==> src/rtl/fc_pkg.sv <==
// Shared encodings, FSM states and activation helpers for the streaming FC layer engine.
package fc_pkg;

  localparam logic [1:0] ACT_NONE  = 2'b00;
  localparam logic [1:0] ACT_RELU  = 2'b01;
  localparam logic [1:0] ACT_RELU6 = 2'b10;

  typedef enum logic [2:0] {
    S_IDLE,
    S_LD_X,
    S_LD_B,
    S_MAC,
    S_ACT,
    S_WR,
    S_DONE
  } state_e;

  // Clamp a wide signed value into the signed data_w-bit range.
  function automatic logic signed [63:0] sat_clamp(input logic signed [63:0] v,
                                                   input int unsigned     data_w);
    logic signed [63:0] hi;
    logic signed [63:0] lo;
    hi = (64'sd1 <<< (data_w - 1)) - 64'sd1;
    lo = -(64'sd1 <<< (data_w - 1));
    if (v > hi) return hi;
    if (v < lo) return lo;
    return v;
  endfunction

  // Clamp into [0, 6.0] for a fixed-point value with frac fractional bits.
  function automatic logic signed [63:0] relu6(input logic signed [63:0] v,
                                               input int unsigned     frac);
    logic signed [63:0] lim;
    lim = 64'sd6 <<< frac;
    if (v < 64'sd0) return 64'sd0;
    if (v > lim) return lim;
    return v;
  endfunction

endpackage

==> src/rtl/fc_mac.sv <==
// Signed multiply-accumulate: full-width product, floor shift by FRAC, wide accumulator
// with clear and bias-load controls.
module fc_mac #(
  parameter int unsigned DATA_W = 16,
  parameter int unsigned FRAC   = 8,
  parameter int unsigned ACC_W  = 38
) (
  input  logic              clk,
  input  logic              reset,
  input  logic              clr,
  input  logic              load_b,
  input  logic              mac_en,
  input  logic [DATA_W-1:0] bias,
  input  logic [DATA_W-1:0] x,
  input  logic [DATA_W-1:0] w,
  output logic [ACC_W-1:0]  acc
);

  localparam int unsigned PROD_W = 2 * DATA_W;

  logic signed [PROD_W-1:0] prod;
  logic signed [PROD_W-1:0] term;

  assign prod = $signed(PROD_W'($signed(x))) * $signed(PROD_W'($signed(w)));
  assign term = prod >>> FRAC;

  always_ff @(posedge clk or posedge reset) begin
    if (reset) begin
      acc <= '0;
    end else if (clr) begin
      acc <= '0;
    end else if (load_b) begin
      acc <= ACC_W'($signed(bias));
    end else if (mac_en) begin
      acc <= acc + ACC_W'(term);
    end
  end

endmodule

==> src/rtl/fc_layer_stream.sv <==
// Fully-connected layer engine: latches the input vector, streams bias and weights from a
// shared single-port buffer, applies the selected activation and writes results back.
module fc_layer_stream
  import fc_pkg::*;
#(
  parameter int unsigned DATA_W = 16,
  parameter int unsigned FRAC   = 8,
  parameter int unsigned N_IN   = 32,
  parameter int unsigned N_OUT  = 20,
  parameter int unsigned ADDR_W = 16,
  parameter int unsigned RD_LAT = 2,
  parameter int unsigned X_BASE = 0,
  parameter int unsigned B_BASE = 32,
  parameter int unsigned W_BASE = 52,
  parameter int unsigned O_BASE = 0
) (
  input  logic              clk,
  input  logic              reset,
  input  logic              start,
  input  logic [1:0]        mode,
  input  logic [DATA_W-1:0] rdata,
  output logic              re,
  output logic              we,
  output logic [ADDR_W-1:0] addr,
  output logic [DATA_W-1:0] wdata,
  output logic              busy,
  output logic              done
);

  localparam int unsigned ACC_W = 2 * DATA_W + $clog2(N_IN) + 1;
  localparam int unsigned CNT_W = $clog2(N_IN + 1);
  localparam int unsigned O_W   = $clog2(N_OUT + 1);

  state_e              state, state_d;
  logic                re_d, we_d, busy_d, done_d;
  logic [ADDR_W-1:0]   addr_d;
  logic [DATA_W-1:0]   wdata_d;
  logic [1:0]          mode_q, mode_d;
  logic [CNT_W-1:0]    rd_cnt, rd_cnt_d, rt_cnt, rt_cnt_d;
  logic [O_W-1:0]      o_cnt, o_cnt_d;
  logic [ADDR_W-1:0]   w_ptr, w_ptr_d;
  logic [RD_LAT-1:0]   vld;
  logic                rvalid;
  logic [DATA_W-1:0]   x [N_IN];
  logic [DATA_W-1:0]   x_sel;
  logic                mac_clr, mac_load, mac_en;
  logic [ACC_W-1:0]    acc;
  logic signed [63:0]  sat_v, act_v;
  logic [DATA_W-1:0]   act_res;

  // Read returns arrive in issue order, RD_LAT cycles after each re.
  assign rvalid = vld[RD_LAT-1];

  always_comb begin
    x_sel = '0;
    for (int i = 0; i < int'(N_IN); i++) begin
      if (rt_cnt == CNT_W'(i)) x_sel = x[i];
    end
  end

  always_comb begin
    sat_v = sat_clamp(64'($signed(acc)), DATA_W);
    case (mode_q)
      ACT_RELU:  act_v = (sat_v < 64'sd0) ? 64'sd0 : sat_v;
      ACT_RELU6: act_v = relu6(sat_v, FRAC);
      ACT_NONE:  act_v = sat_v;
      default:   act_v = sat_v;
    endcase
    act_res = DATA_W'(act_v);
  end

  fc_mac #(
    .DATA_W(DATA_W),
    .FRAC  (FRAC),
    .ACC_W (ACC_W)
  ) u_mac (
    .clk   (clk),
    .reset (reset),
    .clr   (mac_clr),
    .load_b(mac_load),
    .mac_en(mac_en),
    .bias  (rdata),
    .x     (x_sel),
    .w     (rdata),
    .acc   (acc)
  );

  // Next-state and next-output logic; outputs are registered from these values.
  always_comb begin
    state_d  = state;
    re_d     = 1'b0;
    we_d     = 1'b0;
    addr_d   = addr;
    wdata_d  = wdata;
    busy_d   = busy;
    done_d   = 1'b0;
    mode_d   = mode_q;
    rd_cnt_d = rd_cnt;
    rt_cnt_d = rt_cnt;
    o_cnt_d  = o_cnt;
    w_ptr_d  = w_ptr;
    mac_clr  = 1'b0;
    mac_load = 1'b0;
    mac_en   = 1'b0;
    case (state)
      S_IDLE: begin
        if (start) begin
          state_d  = S_LD_X;
          busy_d   = 1'b1;
          mode_d   = mode;
          re_d     = 1'b1;
          addr_d   = ADDR_W'(X_BASE);
          rd_cnt_d = CNT_W'(1);
          rt_cnt_d = '0;
          o_cnt_d  = '0;
          w_ptr_d  = ADDR_W'(W_BASE);
          mac_clr  = 1'b1;
        end
      end
      S_LD_X: begin
        if (rd_cnt < CNT_W'(N_IN)) begin
          re_d     = 1'b1;
          addr_d   = ADDR_W'(X_BASE) + ADDR_W'(rd_cnt);
          rd_cnt_d = rd_cnt + CNT_W'(1);
        end
        if (rvalid) begin
          rt_cnt_d = rt_cnt + CNT_W'(1);
          if (rt_cnt == CNT_W'(N_IN - 1)) begin
            state_d = S_LD_B;
            re_d    = 1'b1;
            addr_d  = ADDR_W'(B_BASE) + ADDR_W'(o_cnt);
          end
        end
      end
      S_LD_B: begin
        if (rvalid) begin
          mac_load = 1'b1;
          state_d  = S_MAC;
          re_d     = 1'b1;
          addr_d   = w_ptr;
          w_ptr_d  = w_ptr + ADDR_W'(1);
          rd_cnt_d = CNT_W'(1);
          rt_cnt_d = '0;
        end
      end
      S_MAC: begin
        if (rd_cnt < CNT_W'(N_IN)) begin
          re_d     = 1'b1;
          addr_d   = w_ptr;
          w_ptr_d  = w_ptr + ADDR_W'(1);
          rd_cnt_d = rd_cnt + CNT_W'(1);
        end
        if (rvalid) begin
          mac_en   = 1'b1;
          rt_cnt_d = rt_cnt + CNT_W'(1);
          if (rt_cnt == CNT_W'(N_IN - 1)) state_d = S_ACT;
        end
      end
      S_ACT: begin
        we_d    = 1'b1;
        addr_d  = ADDR_W'(O_BASE) + ADDR_W'(o_cnt);
        wdata_d = act_res;
        state_d = S_WR;
      end
      S_WR: begin
        o_cnt_d = o_cnt + O_W'(1);
        if (o_cnt == O_W'(N_OUT - 1)) begin
          state_d = S_DONE;
        end else begin
          state_d = S_LD_B;
          re_d    = 1'b1;
          addr_d  = ADDR_W'(B_BASE) + ADDR_W'(o_cnt) + ADDR_W'(1);
        end
      end
      S_DONE: begin
        done_d  = 1'b1;
        busy_d  = 1'b0;
        state_d = S_IDLE;
      end
      default: state_d = S_IDLE;
    endcase
  end

  always_ff @(posedge clk or posedge reset) begin
    if (reset) begin
      state  <= S_IDLE;
      re     <= 1'b0;
      we     <= 1'b0;
      addr   <= '0;
      wdata  <= '0;
      busy   <= 1'b0;
      done   <= 1'b0;
      mode_q <= '0;
      rd_cnt <= '0;
      rt_cnt <= '0;
      o_cnt  <= '0;
      w_ptr  <= '0;
      vld    <= '0;
      for (int i = 0; i < int'(N_IN); i++) x[i] <= '0;
    end else begin
      state  <= state_d;
      re     <= re_d;
      we     <= we_d;
      addr   <= addr_d;
      wdata  <= wdata_d;
      busy   <= busy_d;
      done   <= done_d;
      mode_q <= mode_d;
      rd_cnt <= rd_cnt_d;
      rt_cnt <= rt_cnt_d;
      o_cnt  <= o_cnt_d;
      w_ptr  <= w_ptr_d;
      vld    <= RD_LAT'({vld, re});
      if (state == S_LD_X && rvalid) begin
        for (int i = 0; i < int'(N_IN); i++) begin
          if (rt_cnt == CNT_W'(i)) x[i] <= rdata;
        end
      end
    end
  end

endmodule

==> config.mk <==
export PLATFORM = sky130hd
export DESIGN_NAME = fc_layer_stream
export DESIGN_NICKNAME = d
export VERILOG_FILES = /design/src/rtl/fc_pkg.sv /design/src/rtl/fc_mac.sv /design/src/rtl/fc_layer_stream.sv
export SDC_FILE = /design/constraint.sdc
export NUM_CORES = 2
export LEC_CHECK = 0
export ABC_AREA = 1
export CAP_MARGIN = 20
export CORE_ASPECT_RATIO = 0.7
export CORE_MARGIN = 1
export CORE_UTILIZATION = 23
export DETAILED_ROUTE_END_ITERATION = 10
export PLACE_DENSITY_LB_ADDON = 0.25
export SKIP_LAST_GASP = 1
export SLEW_MARGIN = 30
export SYNTH_ARGS = -nofsm -noshare
export SYNTH_HDL_FRONTEND = slang
export SYNTH_SLANG_ARGS = --single-unit
==> constraint.sdc <==
create_clock -name clk -period 21.7 [get_ports clk]
set_input_delay 4.34 -clock clk [delete_from_list [all_inputs] [get_ports clk]]
set_output_delay 4.34 -clock clk [all_outputs]
set_load 0.01 [all_outputs]
==> results.md <==
* #FFs+latches synth at roughly 630
* Post-synth cell types at 67
* CP dominant cell by count: nand3_1
* Initial Util at 23.2%
* Vias in the first global route at 32485
* Synth Flop Type: dfrtp_1
* Fin nets at 5283
* Crit path max fanout at 23
* Drt total wl at 132000 um
* Yosys warns at 0
* Cell Count, Final, Fillers Out at between 7000 and 8000
* R2R Path End: u_mac.acc[36]
* Wire per inst at 18.2 um
* Final hold violation count at 0
* Worst setup path category: flop to flop
* DRT iter0 DRCs at approximately 3200
* Via density at 4.57
* Ratio of cells with drive above 1 in the final layout at 7.04%
* Critical R2R Launch: rt_cnt[4]
* CP endpoint: u_mac.acc[36]
* Syn_nets at 5356
* Post-Route Setup TNS at 0 ns
* CP Launch Point: rt_cnt[4]
* Slew @ Worst Pin at between 0.9 and 1 ns
* Worst Setup End Kind: flop
* R2r setup slk at approximately 6.8 ns
* Post-Place Cell Area at roughly 0.043 mm^2
* Area Growth Syn to Fin at 13.6%
* Post-Syn Area at 0.0403 mm^2
* Stages on worst setup path at 82
* DRT antenna net count at 0
* Crit path time final at 14.86 ns
* WP data arrival at 15.39 ns
* Commonest non-fill, non-tap cell in the layout: nand2_1
* Slew HR at around 34%
* Latest clock arrival within the worst-skew pair at 0.69 ns
* Required @ worst endpoint at ~22 ns
* Post-synth ARST share at 100%
* Die Y at around 350 um
* Max Cap Violations at 0
* Crit-path max cell delay at around 0.56 ns
* Grt total ovfl at 0
* Final Cell Area at between 0.04 and 0.05 mm^2
* I/O pins at 57
* Post_cts resized at 0
* H-tree depth at 3
* Placed insts at just over 7000
* CTS root buffer: clkbuf_16
* Status: finished, final reports clean
* Final Cycle Share at between 60% and 70%
* Pins Over Slew Limit at 0
* Total GRT Usage at about 15%
* Clock Sinks at approximately 630
* Startpoint types: flop
* Vias at 33197
* Worst Skew at 0.0252 ns
* Register area share after synthesis at approximately two fifths
* First-pass GRT wire length at ~210000 um
* Fmax at between 60 and 70 MHz
* DRT Pass-1 Iters at 9
* EDFF count, synth at 0
* Post-Syn Instances at ~5000
* Core area at 0.174 mm^2
* Hold WC Path Type: flop to flop
* Clk buf depth at 3
* DIE AREA at 0.177 mm^2
* CTS Hold Buffers Added at 0
* # rows at 128
* CTS tree: yes
* DRC at 0
* Post-CTS setup buffer count at 0
* Die X at 503 um
* Final Wtd Congestion at around 0.85
* Buffers on Ports at 56
* CP Buf/Inv Count at 11
* Initial antenna violation count at 8
* CP max stage cell: fa_1
* Pin count of the biggest net entering global routing at between 70 and 80
* CP top delay family: simple AND/OR/NAND/NOR gates
* DP HPWL at 93200 um
* Most frequent cells in the layout: nand2_1 (1171), o21ai_0 (653), dfrtp_1 (626)
* Avg Cell Area, Syn at about 8 um^2
* # setup viols final at 0
* Total CTS buffers at 74
* Worst-path clk slew at 0.07 ns
* R2R depth at 82
* RSZ-0062 raised after global routing: false
==> cell usage after synthesis, drive strengths merged, types with 6 or more instances <==
cell type  number  area (um^2)
nor4           10         62.6
inv           584         2190
o211ai         75          563
o21bai          7         67.6
fa            262         5250
nand3b          7         52.6
o32ai           8         70.1
o22ai          11         68.8
buf            61          337
a31oi          18          113
ha            127         1590
nand2        1236         4740
or2            37          231
xnor2          14          123
nand3         362         1840
nor2          292         1170
dfrtp         626        15700
xor2           37          324
nand4          32          200
o21ai         696         3500
clkinv         14         53.8
a21oi         147          747
a211oi          6         45.0
nor3           21          105
clkbuf        205          783
o221ai         11         96.3
==> sequential cells by signal, indices dropped and copies added, names as in the netlist, 5 cells and up <==
| name | count |
|---|---|
| addr | 16 |
| o_cnt | 5 |
| rd_cnt | 6 |
| rt_cnt | 6 |
| u_mac.acc | 38 |
| w_ptr | 16 |
| wdata | 16 |
| x | 512 |
==> worst min-delay path by stage <==
stage / start / endpoint / slack, ns / depth (start not counted)
2_1_floorplan: vld[0] / vld[1] / 0.33 / 0
3_3_place_gp: vld[0] / vld[1] / 0.34 / 0
3_5_place_dp: vld[0] / vld[1] / 0.33 / 0
4_1_cts: vld[0] / vld[1] / 0.35 / 0
5_1_grt: vld[0] / vld[1] / 0.38 / 0
6_report: vld[0] / vld[1] / 0.35 / 0
==> per-stage QoR <==
stage | hold slack, ns | util [%] | setup WS [ns]
final | 0.349 | 26.3 | 6.84
after global routing | 0.379 | 26.3 | 5.40
after CTS | 0.353 | 26.3 | 6.98
after detailed placement | 0.335 | 24.8 | 6.91
after global placement | 0.335 | 24.8 | 6.92
after floorplan | 0.331 | - | 8.81
==> layout make-up <==
cell class | instances | area [um^2]
repair buffers | 121 | 1070
diodes | 1 | 2.50
flip-flops and latches | 626 | 15700
fillers | 18944 | 128000
multi-input cells | 3452 | 21400
clock buffers | 107 | 2130
clock inverters | 26 | 418
well taps | 2340 | 2930
inverters | 598 | 2250
==> per-layer routing <==
layer	routed length [um]	GRT usage [%]	share of wire, %
met1	71900	25.4	54
met5	0	0	0
met2	50500	19.8	38
met3	8150	2.41	6.2
met4	1860	2.70	1.4
==> cell families after synthesis <==
| family | count (synthesis) | share of synthesized area (%) |
|---|---|---|
| flops | 626 | 38.8 |
| xor+xnor | 51 | 1.11 |
| simple gates | 2000 | 20.9 |
| fa+ha+maj | 389 | 16.9 |
| mux | 2 | 0.0496 |
| compound gates | 1010 | 13.8 |
| buf+inv | 868 | 8.43 |
Power is left out: the tool's default activity adds up to more than one toggle a clock period on the data nets, which glitch-free logic cannot reach.
